<file path="config.mk">
export PLATFORM = sky130hd
export DESIGN_NAME = axil_reg_bridge_flat
export DESIGN_NICKNAME = d
export VERILOG_FILES = /design/src/rtl/axil_reg_bridge_if.sv /design/src/rtl/axil_reg_bridge.sv /design/src/flat_wrapper.sv
export SDC_FILE = /design/constraint.sdc
export NUM_CORES = 1
export LEC_CHECK = 0
export ABC_AREA = 1
export CORE_MARGIN = 1.5
export CORE_UTILIZATION = 39
export CTS_CLUSTER_DIAMETER = 80
export DETAILED_ROUTE_END_ITERATION = 12
export MAX_ROUTING_LAYER = met4
export PLACE_DENSITY = 0.89
export SKIP_CTS_REPAIR_TIMING = 1
export SLEW_MARGIN = 25
export SYNTH_ARGS = -nofsm -noshare
export SYNTH_HDL_FRONTEND = slang
export SYNTH_SLANG_ARGS = --single-unit
</file>
<file path="constraint.sdc">
create_clock -name CLK -period 1.5 [get_ports CLK]
set_input_delay 0.225 -clock CLK [delete_from_list [all_inputs] [get_ports CLK]]
set_output_delay 0.225 -clock CLK [all_outputs]
set_load 0.02 [all_outputs]
</file>
<file path="src/rtl/axil_reg_bridge_if.sv">
// AXI4-Lite channel bundle between the PS interconnect (master) and the register bridge (slave).
interface axil_reg_bridge_if #(
   parameter int ADDR_W = 16
);
   logic [ADDR_W-1:0] awaddr;
   logic              awvalid;
   logic              awready;
   logic [31:0]       wdata;
   logic [3:0]        wstrb;
   logic              wvalid;
   logic              wready;
   logic [1:0]        bresp;
   logic              bvalid;
   logic              bready;
   logic [ADDR_W-1:0] araddr;
   logic              arvalid;
   logic              arready;
   logic [31:0]       rdata;
   logic [1:0]        rresp;
   logic              rvalid;
   logic              rready;

   modport master (
      output awaddr, awvalid, wdata, wstrb, wvalid, bready, araddr, arvalid, rready,
      input  awready, wready, bresp, bvalid, arready, rdata, rresp, rvalid
   );

   modport slave (
      input  awaddr, awvalid, wdata, wstrb, wvalid, bready, araddr, arvalid, rready,
      output awready, wready, bresp, bvalid, arready, rdata, rresp, rvalid
   );
endinterface

</file>
<file path="src/rtl/axil_reg_bridge.sv">
// AXI4-Lite slave driving the simple register bus: one reg_wr strobe per write, one reg_rd
// strobe per read, with reads held off while a write in the same or previous cycle is landing.
module axil_reg_bridge #(
   parameter int ADDR_W     = 16,
   parameter int RD_LATENCY = 1
) (
   input  logic              CLK,
   input  logic              RST_N,
   axil_reg_bridge_if.slave  s_axi,
   output logic              reg_wr,
   output logic [ADDR_W-1:0] reg_waddr,
   output logic [31:0]       reg_wdata,
   output logic              reg_rd,
   output logic [ADDR_W-1:0] reg_raddr,
   input  logic [31:0]       reg_rdata
);

   localparam logic [ADDR_W-1:0] ADDR_MASK   = {{(ADDR_W-2){1'b1}}, 2'b00};
   localparam logic [2:0]        RD_CNT_INIT = 3'(RD_LATENCY - 1);

   typedef enum logic [1:0] {
      W_IDLE   = 2'd0,
      W_STROBE = 2'd1,
      W_RESP   = 2'd2
   } w_state_t;

   typedef enum logic [1:0] {
      R_IDLE   = 2'd0,
      R_STROBE = 2'd1,
      R_WAIT   = 2'd2,
      R_RESP   = 2'd3
   } r_state_t;

   // The register file has no byte enables, so only all-or-nothing strobes are OKAY.
   function automatic logic [1:0] strb_resp(input logic [3:0] strb);
      logic [1:0] resp;
      case (strb)
         4'hF, 4'h0: resp = 2'b00;
         default:    resp = 2'b10;
      endcase
      return resp;
   endfunction

   w_state_t          w_state_r, w_state_s;
   r_state_t          r_state_r, r_state_s;
   logic              w_accept_s, ar_accept_s;
   logic [3:0]        w_strb_r;
   logic              reg_wr_r, reg_rd_r;
   logic [ADDR_W-1:0] reg_waddr_r, reg_raddr_r;
   logic [31:0]       reg_wdata_r, rdata_r;
   logic [1:0]        bresp_r;
   logic              bvalid_r, rvalid_r;
   logic [2:0]        rd_cnt_r;

   // Write channel next-state: AW and W are only taken together.
   always_comb begin
      w_state_s  = w_state_r;
      w_accept_s = 1'b0;
      case (w_state_r)
         W_IDLE: begin
            if (s_axi.awvalid && s_axi.wvalid) begin
               w_accept_s = 1'b1;
               w_state_s  = W_STROBE;
            end else begin
               w_state_s  = W_IDLE;
            end
         end
         W_STROBE: w_state_s = W_RESP;
         W_RESP: begin
            if (s_axi.bready) begin
               w_state_s = W_IDLE;
            end else begin
               w_state_s = W_RESP;
            end
         end
         default: w_state_s = W_IDLE;
      endcase
   end

   // Read channel next-state; acceptance waits out any write landing now or next cycle.
   always_comb begin
      r_state_s   = r_state_r;
      ar_accept_s = 1'b0;
      case (r_state_r)
         R_IDLE: begin
            if (s_axi.arvalid && !w_accept_s && (w_state_r != W_STROBE)) begin
               ar_accept_s = 1'b1;
               r_state_s   = R_STROBE;
            end else begin
               r_state_s   = R_IDLE;
            end
         end
         R_STROBE: r_state_s = R_WAIT;
         R_WAIT: begin
            if (rd_cnt_r == 3'd0) begin
               r_state_s = R_RESP;
            end else begin
               r_state_s = R_WAIT;
            end
         end
         R_RESP: begin
            if (s_axi.rready) begin
               r_state_s = R_IDLE;
            end else begin
               r_state_s = R_RESP;
            end
         end
         default: r_state_s = R_IDLE;
      endcase
   end

   // Write channel state, strobe and response registers.
   always_ff @(posedge CLK) begin
      if (!RST_N) begin
         w_state_r   <= W_IDLE;
         w_strb_r    <= 4'h0;
         reg_wr_r    <= 1'b0;
         reg_waddr_r <= '0;
         reg_wdata_r <= 32'h0;
         bresp_r     <= 2'b00;
         bvalid_r    <= 1'b0;
      end else begin
         w_state_r <= w_state_s;
         reg_wr_r  <= w_accept_s && (s_axi.wstrb == 4'hF);
         if (w_accept_s) begin
            w_strb_r <= s_axi.wstrb;
            if (s_axi.wstrb == 4'hF) begin
               reg_waddr_r <= s_axi.awaddr & ADDR_MASK;
               reg_wdata_r <= s_axi.wdata;
            end
         end
         if (w_state_r == W_STROBE) begin
            bresp_r <= strb_resp(w_strb_r);
         end
         bvalid_r <= (w_state_s == W_RESP);
      end
   end

   // Read channel state, latency counter and captured read data.
   always_ff @(posedge CLK) begin
      if (!RST_N) begin
         r_state_r   <= R_IDLE;
         reg_rd_r    <= 1'b0;
         reg_raddr_r <= '0;
         rd_cnt_r    <= 3'd0;
         rdata_r     <= 32'h0;
         rvalid_r    <= 1'b0;
      end else begin
         r_state_r <= r_state_s;
         reg_rd_r  <= ar_accept_s;
         if (ar_accept_s) begin
            reg_raddr_r <= s_axi.araddr & ADDR_MASK;
         end
         if (r_state_r == R_STROBE) begin
            rd_cnt_r <= RD_CNT_INIT;
         end else if ((r_state_r == R_WAIT) && (rd_cnt_r != 3'd0)) begin
            rd_cnt_r <= rd_cnt_r - 3'd1;
         end
         if ((r_state_r == R_WAIT) && (rd_cnt_r == 3'd0)) begin
            rdata_r <= reg_rdata;
         end
         rvalid_r <= (r_state_s == R_RESP);
      end
   end

   // Strobes and readies are masked by reset so a transaction caught by reset never fires.
   assign s_axi.awready = w_accept_s & RST_N;
   assign s_axi.wready  = w_accept_s & RST_N;
   assign s_axi.arready = ar_accept_s & RST_N;
   assign s_axi.bresp   = bresp_r;
   assign s_axi.bvalid  = bvalid_r;
   assign s_axi.rdata   = rdata_r;
   assign s_axi.rresp   = 2'b00;
   assign s_axi.rvalid  = rvalid_r;
   assign reg_wr        = reg_wr_r & RST_N;
   assign reg_rd        = reg_rd_r & RST_N;
   assign reg_waddr     = reg_waddr_r;
   assign reg_wdata     = reg_wdata_r;
   assign reg_raddr     = reg_raddr_r;

endmodule
</file>
<file path="src/flat_wrapper.sv">
// flat-port wrapper written by rule: the top's interface ports become plain ports
module axil_reg_bridge_flat 
#(
   parameter int ADDR_W     = 16,
   parameter int RD_LATENCY = 1
)
  (CLK, RST_N, reg_wr, reg_waddr, reg_wdata, reg_rd, reg_raddr, reg_rdata, s_axi_awaddr, s_axi_awvalid, s_axi_wdata, s_axi_wstrb, s_axi_wvalid, s_axi_bready, s_axi_araddr, s_axi_arvalid, s_axi_rready, s_axi_awready, s_axi_wready, s_axi_bresp, s_axi_bvalid, s_axi_arready, s_axi_rdata, s_axi_rresp, s_axi_rvalid);
  axil_reg_bridge_if #(.ADDR_W(ADDR_W)) s_axi_i ();
  input  logic CLK;
  input  logic RST_N;
  output logic reg_wr;
  output logic [ADDR_W-1:0] reg_waddr;
  output logic [31:0] reg_wdata;
  output logic reg_rd;
  output logic [ADDR_W-1:0] reg_raddr;
  input  logic [31:0] reg_rdata;
  input wire logic [$bits(s_axi_i.awaddr)-1:0] s_axi_awaddr;
  input wire logic [$bits(s_axi_i.awvalid)-1:0] s_axi_awvalid;
  input wire logic [$bits(s_axi_i.wdata)-1:0] s_axi_wdata;
  input wire logic [$bits(s_axi_i.wstrb)-1:0] s_axi_wstrb;
  input wire logic [$bits(s_axi_i.wvalid)-1:0] s_axi_wvalid;
  input wire logic [$bits(s_axi_i.bready)-1:0] s_axi_bready;
  input wire logic [$bits(s_axi_i.araddr)-1:0] s_axi_araddr;
  input wire logic [$bits(s_axi_i.arvalid)-1:0] s_axi_arvalid;
  input wire logic [$bits(s_axi_i.rready)-1:0] s_axi_rready;
  output wire logic [$bits(s_axi_i.awready)-1:0] s_axi_awready;
  output wire logic [$bits(s_axi_i.wready)-1:0] s_axi_wready;
  output wire logic [$bits(s_axi_i.bresp)-1:0] s_axi_bresp;
  output wire logic [$bits(s_axi_i.bvalid)-1:0] s_axi_bvalid;
  output wire logic [$bits(s_axi_i.arready)-1:0] s_axi_arready;
  output wire logic [$bits(s_axi_i.rdata)-1:0] s_axi_rdata;
  output wire logic [$bits(s_axi_i.rresp)-1:0] s_axi_rresp;
  output wire logic [$bits(s_axi_i.rvalid)-1:0] s_axi_rvalid;
  assign s_axi_i.awaddr = s_axi_awaddr;
  assign s_axi_i.awvalid = s_axi_awvalid;
  assign s_axi_i.wdata = s_axi_wdata;
  assign s_axi_i.wstrb = s_axi_wstrb;
  assign s_axi_i.wvalid = s_axi_wvalid;
  assign s_axi_i.bready = s_axi_bready;
  assign s_axi_i.araddr = s_axi_araddr;
  assign s_axi_i.arvalid = s_axi_arvalid;
  assign s_axi_i.rready = s_axi_rready;
  assign s_axi_awready = s_axi_i.awready;
  assign s_axi_wready = s_axi_i.wready;
  assign s_axi_bresp = s_axi_i.bresp;
  assign s_axi_bvalid = s_axi_i.bvalid;
  assign s_axi_arready = s_axi_i.arready;
  assign s_axi_rdata = s_axi_i.rdata;
  assign s_axi_rresp = s_axi_i.rresp;
  assign s_axi_rvalid = s_axi_i.rvalid;
  axil_reg_bridge #(.ADDR_W(ADDR_W), .RD_LATENCY(RD_LATENCY)) u_core (.CLK(CLK), .RST_N(RST_N), .s_axi(s_axi_i), .reg_wr(reg_wr), .reg_waddr(reg_waddr), .reg_wdata(reg_wdata), .reg_rd(reg_rd), .reg_raddr(reg_raddr), .reg_rdata(reg_rdata));
endmodule
</file>
-- Word level (Yosys, flattened, before mapping)
Cells that the tools add are included.
- flip-flop bits (word level): 109
- word-level logic and storage cells: 56
- output and inout port bits: 107
- input port bits: 107
- reductions and logical operators: 15
- mux-type cells: 12
- add/subtract/negate cells: 1
- equal/unequal tests: 10
- bitwise logic cells: 5
- operators by type and width (kind ; count):
    2-bit equality test (second input constant) ; 5
    4-bit equality test (second input constant) ; 2
    2-bit case mux with 4 select lines ; 1
    1-bit two-way mux ; 7
    1-bit logical AND ; 6
    2-bit two-way mux ; 3
    2-bit case mux with 3 select lines ; 1
    1-bit bitwise AND ; 4
    2-bit by 1-bit equality test with 1-bit output (second input constant) ; 2
    2-bit logical NOT ; 2
    4-bit logical NOT ; 1
    2-bit OR reduction ; 2
    3-bit logical NOT ; 1
    3-bit nonzero test ; 1
    3-bit by 1-bit subtractor with 3-bit output (second input constant) ; 1
    2-bit by 1-bit inequality test with 1-bit output (second input constant) ; 1
    2-bit AND reduction ; 1
    1-bit logical NOT ; 1
    1-bit inverter ; 1

-- Depth between registers and ports, before layout
- depth after elaboration: 9
- gate-level depth with buffers: 8

-- Worst setup path before layout
Ideal clock, no wire load.
- path kind: register -> output
- start point: reg u_core.w_state_r[1]
- end point: out s_axi_arready
- slack: 0.074 ns
- arrival: 1.201 ns
- cell stages (with the launch flop): 8
- data required time: 1.275 ns
- cells stage by stage: dfxtp_1 > inv_2 > nand2_1 > inv_2 > nor2_4 > buf_4 > nand2_1 > nor2_1
- cells in the longest elaborated chain, start to end: 8
- ends and longest elaborated chain (what ; RTL line ; text):
    start: declaration ; axil_reg_bridge.sv:44 ; w_state_t w_state_r, w_state_s;
    start signal: assignment ; axil_reg_bridge.sv:123 ; w_state_r <= w_state_s;
    2-bit logical NOT ; axil_reg_bridge.sv:59 ; case (w_state_r)
    1-bit two-way mux ; axil_reg_bridge.sv:59 ;
    1-bit logical NOT ; axil_reg_bridge.sv:86 ; if (s_axi.arvalid && !w_accept_s && (w_state_r != W_STROBE)) begin
    1-bit logical AND ; axil_reg_bridge.sv:86 ;
    1-bit logical AND * ; axil_reg_bridge.sv:86 ;
    1-bit two-way mux * ; axil_reg_bridge.sv:86 ;
    1-bit two-way mux * ; axil_reg_bridge.sv:84 ; case (r_state_r)
    1-bit bitwise AND * ; axil_reg_bridge.sv:169 ; assign s_axi.arready = ar_accept_s & RST_N;
    end: declaration ; flat_wrapper.sv:30 ; output wire logic [$bits(s_axi_i.arready)-1:0] s_axi_arready;
Mark *: on every way between the ends. The rest lies on a longest branch, timed or not.

-- Worst setup path in the final report
Ends and elaborated chain as after synthesis.

==> implementation parameters <==
Parameter                              Value

Worst setup path
  Worst path required time ... about 1.3 ns
  Worst-path maximum fanout ... 2
  Data arrival time of the critical path ... 1.32 ns
  Worst Setup Start Kind ... flop
  Setup slack on the worst flop-to-flop path ... ~0.03 ns
  Worst setup path category ... reg2out
  Endpoint kind of the worst setup timing path ... output pin

Routing
  Antenna-violating nets left ... 0
  Via density per instance ... approximately 4.8
  Drt wl/cell ... ~14 um
  Residual DRC count ... 0
  Drt total wl ... about 12,000 um
  Initial DRT Pass Iterations ... 5
  Detailed-route via count ... around 4,200
  Iter 0 DRT Violations ... roughly 260

Placement
  Buffers added on ports ... roughly 200
  Setup slack after placement ... -0.404 ns
  HPWL Detailed ... 8510 um
  Final weighted congestion of routability-driven global placement ... about 0.87

Clocking
  Depth of the CTS H-tree ... 3
  TritonCTS buffer count ... 9
  Clk Tree Root Cell ... sky130_fd_sc_hd__clkbuf_8
  Clk slew on worst S/H paths ... roughly 0.09 ns
  Clock latency reported for the late side of the worst-skew pair ... approximately 0.35 ns
  Clock Path Buffers ... 2
  Clock tree from TritonCTS ... done
  Clock sink total ... ~110

Layout
  Most frequent cells in the layout ... sky130_fd_sc_hd__nor2_1, sky130_fd_sc_hd__dfxtp_1, sky130_fd_sc_hd__clkdlybuf4s50_1
  Leading cell type in the layout, fill and taps excluded ... sky130_fd_sc_hd__nor2_1
  Share of final-layout standard cells stronger than drive strength 1 ... between 7 and 8%
  Number of inserted diodes ... 0
  Net total in the final layout ... 852
  # fillers ... ~780
  Area added between synthesis and finish ... 65.7%

GRT
  First-pass GRT wire length ... between 15,000 and 20,000 um
  Pin count of the biggest net entering global routing ... 78
  Overall track demand over capacity in global routing ... 21.3%
  Sum of overflow across all layers after global routing ... 0
  Initial antenna violation count ... 0
  Vias in the first global route ... between 4,000 and 5,000

STA
  Slew of the pin with the lowest slew margin ... 0.695 ns
  Worst slew margin relative to its limit ... between 50 and 60%
  RSZ-0062 raised after global routing ... true
  Minimum clock period after layout ... about 1.5 ns
  Period utilisation layout ... 103%
  Endpoints failing hold ... 0
  Worst setup slack after layout ... -0.0472 ns
  Final-report max-slew violation count ... 0
  Fin Setup TNS ... -0.0472 ns
  Final number of setup-violating endpoints ... 1
  Achievable frequency ... 0.646 GHz
  Max Clock Skew ... about 0.0066 ns

Power
  Power per unit of standard cell area ... between 900 and 1000 nW/um^2
  Register share of total power ... between 40% and 50%
  Proportion of power drawn by the clock network ... 27.3%
  Switching part of the total ... around 28%
  Combinational cell fraction of total power ... 22.7%
  Overall Power ... between 6000 and 7000 uW
  Pint ... ~4600 uW
  Leakage power figure ... around 0.0044 uW
  Sw power ... between 1500 and 2000 uW
  Largest vdd supply drop ... between 0.5 and 0.6 mV

Job
  Max-cap viol count ... 0

Outcome
  Status ... finished, violations left
  Failing checks ... negative setup slack

Floorplanning
  Area of the core ... between 10,000 and 15,000 sq um
  Chip height ... around 110 um
  Die Outline Area ... around 11,000 sq um
  Number of ports placed on the die boundary ... between 200 and 250
  Initial Util ... around two fifths
  Core Rows ... 37
  Chip width ... ~110 um

Min path
  Worst min path class ... in2reg

Yosys
  Cell area after technology mapping ... a little over 4000 sq um
  Total number of yosys warnings ... 0
  Cell count after synthesis ... 540
  Part of the Yosys area used for sequential elements ... a little over half
  Register bit count reported by yosys ... between 100 and 150
  Mean area per synthesized cell ... between 7 and 8 sq um
  Count of unique library cells instantiated by Yosys ... 21
[path summary, 6_finish.rpt]
check | start | endpoint | depth (start not counted)
max reg2reg | u_core.w_state_r[0]$_SDFF_PN0_ | u_core.reg_wdata[19]$_SDFFE_PN0P_ | 8
max | u_core.w_state_r[1]$_SDFF_PN0_ | s_axi_arready | 7
min reg2reg | u_core.reg_wdata[21]$_SDFFE_PN0P_ | u_core.reg_wdata[21]$_SDFFE_PN0P_ | 2
min | RST_N | u_core.reg_raddr[15]$_SDFFE_PN0P_ | 4
[final cells by class]
class	instances	area [sq um]	area share (%)
clock buffers	11	141	2.09
multi-input cells	369	1620	24.0
flip-flops and latches	108	2160	32.1
clock inverters	4	50.0	0.742
repair buffers	225	2490	36.8
well taps	136	170	2.52
inverters	30	116	1.72
[per-layer routing]
layer  GRT usage, %  vias to the layer above  share of wire [%]
met2           37.1                      180                 51
met1           23.3                     1945                 40
met4           10.2                        0                3.2
li1               -                     2072                  -
met3           4.24                       31                6.0
met5              -                        -                  0
[cells in the mapped netlist, drive strengths merged]
cell	n	area share [%]
nor2	211	20
dfxtp	108	53
o21ai	87	11
nand2	37	3.5
buf	29	5.0
inv	29	2.7
nand3	17	2.1
clkbuf	10	0.92
a21oi	6	0.74
ha	2	0.61
a21boi	1	0.18
a31oi	1	0.15
clkinv	1	0.12
conb	1	0.092
[worst max-delay path: stages, from the launching register on]
cell and delay (ns):
sky130_fd_sc_hd__dfxtp_2 0.37, sky130_fd_sc_hd__inv_2 0.05, sky130_fd_sc_hd__nand2_1 0.09, sky130_fd_sc_hd__inv_2 0.06, sky130_fd_sc_hd__nor2_4 0.11, sky130_fd_sc_hd__nand2_1 0.07
sky130_fd_sc_hd__nor2_1 0.08, sky130_fd_sc_hd__buf_4 0.14
[state kept, by name (all words and copies together) (netlist names)]
register and flops:
u_core.reg_wdata 32, u_core.s_axi.rdata 32, u_core.reg_raddr 14, u_core.reg_waddr 14, u_core.w_strb_r 4, u_core.rd_cnt_r 3, u_core.r_state_r 2, u_core.w_state_r 2
u_core.reg_rd_r 1, u_core.reg_wr_r 1, u_core.s_axi.bresp 1, u_core.s_axi.bvalid 1, u_core.s_axi.rvalid 1
[stage by stage]
stage	instances	utilization (%)	hold WS (ns)	instance area, sq um
final	883	66.0	0.259	6750
after global routing	883	66.0	0.255	6750
after CTS	883	63.1	0.236	6450
after detailed placement	868	61.2	0.472	6260
after global placement	868	61.2	0.460	6260
after floorplan	546	-	0.335	4100
[power groups by stage]
stage | clock, uW | sequential [uW] | combinational, uW
after global placement | 0 | 3210 | 1400
after floorplan | 0 | 3420 | 482
after global routing | 1920 | 3170 | 1550
after CTS | 1790 | 3160 | 1450
after detailed placement | 0 | 3220 | 1440
final | 1730 | 3150 | 1440
[cell families after synthesis]
kind of cell | Yosys count | share of synthesized area [%]
AND/OR/NAND/NOR | 265 | 25.7
flip-flops | 108 | 53.1
AO/OA/AOI/OAI | 95 | 11.8
buffers and inverters | 69 | 8.76
adder cells (fa/ha/maj) | 2 | 0.614
other | 1 | 0.0921
No activity file was read; power rests on OpenSTA's default activity.
